## src/rtl/toggle_port_responder_if.sv

```systemverilog
// Toggle-handshake memory port bundle: initiator-side port_* signals plus the
// backing-store mem_* bus. The responder uses the slave view.
`default_nettype none

interface toggle_port_responder_if #(
  parameter int AW = 19,
  parameter int DW = 16
);
  logic          port_req;
  logic          port_ack;
  logic [AW-1:0] port_a;
  logic [1:0]    port_ds;
  logic          port_we;
  logic [DW-1:0] port_d;
  logic [DW-1:0] port_q;

  logic [AW-1:0] mem_addr;
  logic [1:0]    mem_be;
  logic [DW-1:0] mem_wdata;
  logic          mem_we;
  logic          mem_rd;
  logic [DW-1:0] mem_rdata;
  logic          mem_busy;

  modport slave (
    input  port_req, port_a, port_ds, port_we, port_d, mem_rdata, mem_busy,
    output port_ack, port_q, mem_addr, mem_be, mem_wdata, mem_we, mem_rd
  );

  modport master (
    output port_req, port_a, port_ds, port_we, port_d, mem_rdata, mem_busy,
    input  port_ack, port_q, mem_addr, mem_be, mem_wdata, mem_we, mem_rd
  );
endinterface

`default_nettype wire

```

## src/rtl/toggle_port_responder.sv

```systemverilog
// Responder end of the toggle-request memory port: one memory access per req flip.
// Optional macro TOGGLE_SYNC_EN adds a 2-flop synchronizer on port_req.
`default_nettype none

module toggle_port_responder #(
  parameter int AW     = 19,
  parameter int DW     = 16,
  parameter int RD_LAT = 2,
  parameter int WR_LAT = 1
) (
  input  wire logic               clk,
  input  wire logic               reset_n,
  toggle_port_responder_if.slave  bus
);

  localparam logic [1:0] S_IDLE  = 2'd0;
  localparam logic [1:0] S_ISSUE = 2'd1;
  localparam logic [1:0] S_WAIT  = 2'd2;
  localparam logic [1:0] S_DONE  = 2'd3;

  localparam logic [3:0] C_RD_LAT = 4'(RD_LAT);
  localparam logic [3:0] C_WR_LAT = 4'(WR_LAT);

  logic [1:0]    state_q, state_d;
  logic [3:0]    cnt_q, cnt_d;
  logic          ack_q;
  logic          we_q;
  logic [AW-1:0] addr_q;
  logic [1:0]    be_q;
  logic [DW-1:0] wdata_q;
  logic [DW-1:0] q_q;
  logic          req_seen;
  logic          pending;
  logic          latch_en;
  logic          done;
  logic          mem_we_o;
  logic          mem_rd_o;

`ifdef TOGGLE_SYNC_EN
  logic req_meta_q;
  logic req_sync_q;

  always_ff @(posedge clk or negedge reset_n) begin
    if (!reset_n) begin
      req_meta_q <= 1'b0;
      req_sync_q <= 1'b0;
    end else begin
      req_meta_q <= bus.port_req;
      req_sync_q <= req_meta_q;
    end
  end

  assign req_seen = req_sync_q;
`else
  assign req_seen = bus.port_req;
`endif

  assign pending = req_seen ^ ack_q;

  // State register plus the datapath registers the FSM steers.
  always_ff @(posedge clk or negedge reset_n) begin
    if (!reset_n) begin
      state_q <= S_IDLE;
      cnt_q   <= 4'd0;
      ack_q   <= 1'b0;
      we_q    <= 1'b0;
      addr_q  <= '0;
      be_q    <= 2'b00;
      wdata_q <= '0;
      q_q     <= '0;
    end else begin
      state_q <= state_d;
      cnt_q   <= cnt_d;
      if (latch_en) begin
        addr_q  <= bus.port_a;
        be_q    <= bus.port_ds;
        wdata_q <= bus.port_d;
        we_q    <= bus.port_we;
      end
      if (done) begin
        ack_q <= ~ack_q;
        if (!we_q) begin
          q_q <= bus.mem_rdata;
        end
      end
    end
  end

  always_comb begin
    state_d  = state_q;
    cnt_d    = cnt_q;
    latch_en = 1'b0;
    case (state_q)
      S_IDLE: begin
        if (pending && !bus.mem_busy) begin
          latch_en = 1'b1;
          state_d  = S_ISSUE;
        end
      end
      S_ISSUE: begin
        cnt_d   = we_q ? C_WR_LAT : C_RD_LAT;
        state_d = (cnt_d == 4'd0) ? S_DONE : S_WAIT;
      end
      S_WAIT: begin
        // The final count value still costs one cycle here before DONE.
        if (cnt_q <= 4'd1) begin
          state_d = S_DONE;
        end else begin
          cnt_d = cnt_q - 4'd1;
        end
      end
      S_DONE: begin
        state_d = S_IDLE;
      end
      default: begin
        state_d = S_IDLE;
      end
    endcase
  end

  always_comb begin
    mem_we_o = 1'b0;
    mem_rd_o = 1'b0;
    done     = 1'b0;
    case (state_q)
      S_ISSUE: begin
        mem_we_o = we_q;
        mem_rd_o = ~we_q;
      end
      S_DONE: begin
        done = 1'b1;
      end
      default: begin
        done = 1'b0;
      end
    endcase
  end

  assign bus.port_ack  = ack_q;
  assign bus.port_q    = q_q;
  assign bus.mem_addr  = addr_q;
  assign bus.mem_be    = be_q;
  assign bus.mem_wdata = wdata_q;
  assign bus.mem_we    = mem_we_o;
  assign bus.mem_rd    = mem_rd_o;

endmodule

`default_nettype wire

```

## src/flat_wrapper.sv

```systemverilog
// flat-port wrapper written by rule: the top's interface ports become plain ports
module toggle_port_responder_flat 
#(
  parameter int AW     = 19,
  parameter int DW     = 16,
  parameter int RD_LAT = 2,
  parameter int WR_LAT = 1
)
  (clk, reset_n, bus_port_req, bus_port_a, bus_port_ds, bus_port_we, bus_port_d, bus_mem_rdata, bus_mem_busy, bus_port_ack, bus_port_q, bus_mem_addr, bus_mem_be, bus_mem_wdata, bus_mem_we, bus_mem_rd);
  toggle_port_responder_if #(.AW(AW), .DW(DW)) bus_i ();
  input  wire logic clk;
  input  wire logic reset_n;
  input wire logic [$bits(bus_i.port_req)-1:0] bus_port_req;
  input wire logic [$bits(bus_i.port_a)-1:0] bus_port_a;
  input wire logic [$bits(bus_i.port_ds)-1:0] bus_port_ds;
  input wire logic [$bits(bus_i.port_we)-1:0] bus_port_we;
  input wire logic [$bits(bus_i.port_d)-1:0] bus_port_d;
  input wire logic [$bits(bus_i.mem_rdata)-1:0] bus_mem_rdata;
  input wire logic [$bits(bus_i.mem_busy)-1:0] bus_mem_busy;
  output wire logic [$bits(bus_i.port_ack)-1:0] bus_port_ack;
  output wire logic [$bits(bus_i.port_q)-1:0] bus_port_q;
  output wire logic [$bits(bus_i.mem_addr)-1:0] bus_mem_addr;
  output wire logic [$bits(bus_i.mem_be)-1:0] bus_mem_be;
  output wire logic [$bits(bus_i.mem_wdata)-1:0] bus_mem_wdata;
  output wire logic [$bits(bus_i.mem_we)-1:0] bus_mem_we;
  output wire logic [$bits(bus_i.mem_rd)-1:0] bus_mem_rd;
  assign bus_i.port_req = bus_port_req;
  assign bus_i.port_a = bus_port_a;
  assign bus_i.port_ds = bus_port_ds;
  assign bus_i.port_we = bus_port_we;
  assign bus_i.port_d = bus_port_d;
  assign bus_i.mem_rdata = bus_mem_rdata;
  assign bus_i.mem_busy = bus_mem_busy;
  assign bus_port_ack = bus_i.port_ack;
  assign bus_port_q = bus_i.port_q;
  assign bus_mem_addr = bus_i.mem_addr;
  assign bus_mem_be = bus_i.mem_be;
  assign bus_mem_wdata = bus_i.mem_wdata;
  assign bus_mem_we = bus_i.mem_we;
  assign bus_mem_rd = bus_i.mem_rd;
  toggle_port_responder #(.AW(AW), .DW(DW), .RD_LAT(RD_LAT), .WR_LAT(WR_LAT)) u_core (.clk(clk), .reset_n(reset_n), .bus(bus_i));
endmodule
```

## config.mk

```make
export PLATFORM = sky130hd
export DESIGN_NAME = toggle_port_responder_flat
export DESIGN_NICKNAME = d
export VERILOG_FILES = /design/src/rtl/toggle_port_responder_if.sv /design/src/rtl/toggle_port_responder.sv /design/src/flat_wrapper.sv
export SDC_FILE = /design/constraint.sdc
export NUM_CORES = 1
export LEC_CHECK = 0
export ABC_AREA = 1
export BUFFER_PORTS_ARGS = -buffer_cell sky130_fd_sc_hd__buf_2
export CORE_UTILIZATION = 50
export DETAILED_ROUTE_END_ITERATION = 10
export PLACE_DENSITY = 0.93
export SLEW_MARGIN = 25
export SYNTH_ARGS = -nofsm -noshare
export SYNTH_HDL_FRONTEND = slang
export SYNTH_SLANG_ARGS = --single-unit
```

## constraint.sdc

```tcl
create_clock -name clk -period 2.4 [get_ports clk]
set_input_delay 0.12 -clock clk [delete_from_list [all_inputs] [get_ports clk]]
set_output_delay 0.12 -clock clk [all_outputs]
set_load 0.01 [all_outputs]
```

==> impl_summary.log <==
[metrics] area of the die: 5487 um^2
[metrics] count of state elements after synthesis: 61
[metrics] Worst EP arrival: 2.11 ns
[metrics] drt wl/cell: 14.24 um
[metrics] leakage power summed over all cells: 0.001999 uW
[metrics] CP Class: reg2reg
[metrics] Slew Limit Headroom: 0.4156
[metrics] reported max-cap violation count: 0
[metrics] die width: 74.08 um
[metrics] area share of the largest cell type after synthesis: 0.5877
[metrics] GP Congestion: 0.7618
[metrics] maximum frequency from static timing analysis: 0.5414 GHz
[metrics] clock insertion delay at the later pin of the skew report: 0.33 ns
[metrics] async set-or-reset flop fraction in the synthesized netlist: 1.000
[metrics] iteration count of the initial detailed-routing pass: 4
[metrics] share of synthesized area occupied by flip-flops and latches: 0.5877
[metrics] class of the worst hold path: in2reg
[metrics] largest area contributor in the synthesized netlist: dfrtp_1
[metrics] Area growth, synth to finish: 43.16%
[metrics] number of global-route vias before repair: 2375
[metrics] Cells after Synth: 262
[metrics] data required time of the critical path: 2.67 ns
[metrics] most common cell after layout, fill and taps aside: buf_2
[metrics] Iteration-0 DRC Markers: 134
[metrics] Placeable Area: 4848 um^2
[metrics] Yosys warning total: 0
[metrics] layout cells sized above 1: 0.3696
[metrics] wire length of the first global-routing pass: 10740 um
[metrics] total number of vias: 2387
[metrics] total of cells resized after clock tree synthesis: 0
[metrics] Max Transition Viols Final: 0
[metrics] largest net degree at the start of global routing: 62
[metrics] initial standard-cell utilization of the core: 0.5357
[metrics] number of buffers on the longest clock path: 2
[metrics] total congestion overflow after global routing: 0
[metrics] Sum Neg Setup Slack: 0 ns
[metrics] Sink Count: 61
[metrics] All-Layer GR Usage: 0.2657
[metrics] synthesized netlist net count: 327
[metrics] status: finished clean
[metrics] number of ports placed on the die boundary: 114
[metrics] RSZ-0062 raised after global routing: no
[metrics] via/cell ratio: 4.963
[metrics] total of hold buffers inserted after clock tree synthesis: 33
[metrics] stage delay of the slowest cell on the critical path: 0.68 ns
[metrics] CTS tree: yes
[metrics] CP dominant cell by count: nand2_1
[metrics] critical path launch point type: flop
[metrics] library cell used as clock root buffer: clkbuf_8
[metrics] commonest cells after routing, fill and taps aside: buf_2, nand2_1, dfrtp_1
[metrics] clock tree skew after final layout: 0.006838 ns
[metrics] worst path cell trace: inv_1 -> ha_1 -> inv_2 -> nor2_4 -> nand2_1 -> nand2_1
[metrics] master of the slowest instance on the critical path: nor2_4
[metrics] final cell area excluding filler cells: 3719 um^2
[metrics] total routed wirelength: 6848 um
[metrics] Antenna Cells: 0
[metrics] transition time at the pin with the least slew margin: 0.8746 ns
[metrics] row count: 25
[metrics] number of synthesized flops with an enable pin: 0
[metrics] cells taking the most area after synthesis: dfrtp_1, nand2_1, mux2_2
[metrics] Post-Synthesis Cell Area: 2597 um^2
[metrics] period utilization: 0.7697
[metrics] TritonCTS buffer count: 9
[metrics] total half-perimeter wirelength after legalization and detailed placement: 4089 um
[metrics] Unique masters post-synth: 24
[metrics] Post-CTS Setup Bufs: 0
[metrics] net count of the finished layout: 474
[metrics] ys flop type: dfrtp_1
[metrics] die outline height: 74.08 um
[metrics] kind of end point of the critical path: flop
[metrics] post-route antenna net violation count: 0
[metrics] biggest fanout along the worst timing path: 39
[metrics] power density over the cells: 1274 nW/um^2
[metrics] Reg clk slew, reported paths: 0.07 ns
[metrics] H-tree depth: 3
[metrics] Peak supply drop: 742.1 uV
[metrics] total of buffers placed on input and output ports: 113
[metrics] endpoints failing setup: 0
[metrics] average cell area after synthesis: 9.914 um^2
[metrics] placed instance area: 3174 um^2
[metrics] shortest clock period the worst path allows after layout: 1.847 ns
[metrics] initial antenna violation count: 0
[metrics] total power after layout: 4738 uW
[metrics] number of DRC violations after detailed routing: 0
[metrics] number of endpoints with negative hold slack in the final report: 0
[where the power goes]
part | internal, uW | switching, uW | leakage (uW)
Clock | 578 | 399 | 0.000105
Combinational | 813 | 1150 | 0.00114
Sequential | 1520 | 278 | 0.000752
[synth_stat cells, types with 2 or more instances]
| cell | number |
|---|---|
| nor2_1 | 5 |
| nand2_1 | 94 |
| dfrtp_1 | 61 |
| ha_1 | 7 |
| clkbuf_1 | 2 |
| mux2_2 | 16 |
| nand2_2 | 2 |
| buf_6 | 5 |
| inv_1 | 9 |
| nand3_1 | 5 |
| o21ai_1 | 7 |
| o21ai_0 | 35 |
| buf_2 | 3 |
[critical path, delay by kind of cell, from the launching register on]
family                     cells  cell delay, ns
adders and majority gates      1            0.20
and+or+nand+nor                3            0.97
DFF                            1            0.42
buffers and inverters          2            0.19
[layer usage]
metal / track usage / share of wire / vias up
li1: - / - / 1137
met1: 0.3133 / 0.41 / 1137
met2: 0.4808 / 0.52 / 103
met3: 0.05149 / 0.063 / 10
met4: 0.09615 / 0.014 / 0
met5: 0 / 0 / -
[stage by stage]
| step | setup WS (ns) | cells | hold WS [ns] | util |
|---|---|---|---|---|
| 3_5_place_dp | 0.6039 | 432 | 0.3200 | 0.6547 |
| 5_1_grt | 0.4005 | 481 | 0.01192 | 0.7670 |
| 3_3_place_gp | 0.7060 | 432 | 0.3088 | 0.6547 |
| 4_1_cts | 0.5825 | 481 | 0.0001020 | 0.7670 |
| 2_1_floorplan | 1.012 | 262 | -0.1756 | - |
| 6_report | 0.5528 | 481 | 0.008175 | 0.7670 |
[state kept, by name (all words and copies together) (netlist names)]
signal / cells
u_core.bus.mem_addr: 19
u_core.bus.mem_be: 2
u_core.bus.mem_wdata: 16
u_core.bus.port_ack: 1
u_core.bus.port_q: 16
u_core.cnt_q: 4
u_core.state_q: 2
u_core.we_q: 1
[kinds of logic (layout without fill, tap and decap cells)]
group,count (synthesis),after routing,synth area share
adder cells (fa/ha/maj),7,7,0.03372
XOR/XNOR,1,1,0.003372
buffers and inverters,23,175,0.05105
AO/OA/AOI/OAI,45,45,0.08815
flip-flops,61,61,0.5877
multiplexers,16,16,0.06936
AND/OR/NAND/NOR,109,109,0.1667
[final timing paths]
kind                                      start                       end  slack (ns)  depth (start not counted)
max reg2reg                   u_core.state_q[0]      u_core.bus.mem_be[1]        0.55                          6
max in group asynchronous               reset_n  u_core.bus.mem_wdata[10]        1.42                          3
max                           u_core.state_q[0]      u_core.bus.mem_be[1]        0.55                          6
min                               bus_port_a[0]    u_core.bus.mem_addr[0]       0.008                          3
min reg2reg                u_core.bus.mem_be[0]      u_core.bus.mem_be[0]        0.48                          2
min in group asynchronous               reset_n    u_core.bus.mem_addr[2]        0.48                          3
[area by class of cell]
type | count | area (um^2)
clock buffer | 9 | 123.9
clock inverter | 7 | 90.09
fill | 311 | 1130
inverter | 10 | 37.54
multi-input combinational | 178 | 938.4
sequential | 61 | 1526
tap | 67 | 83.83
timing repair buffer | 149 | 918.4
Power figures use the tool's default switching activity.
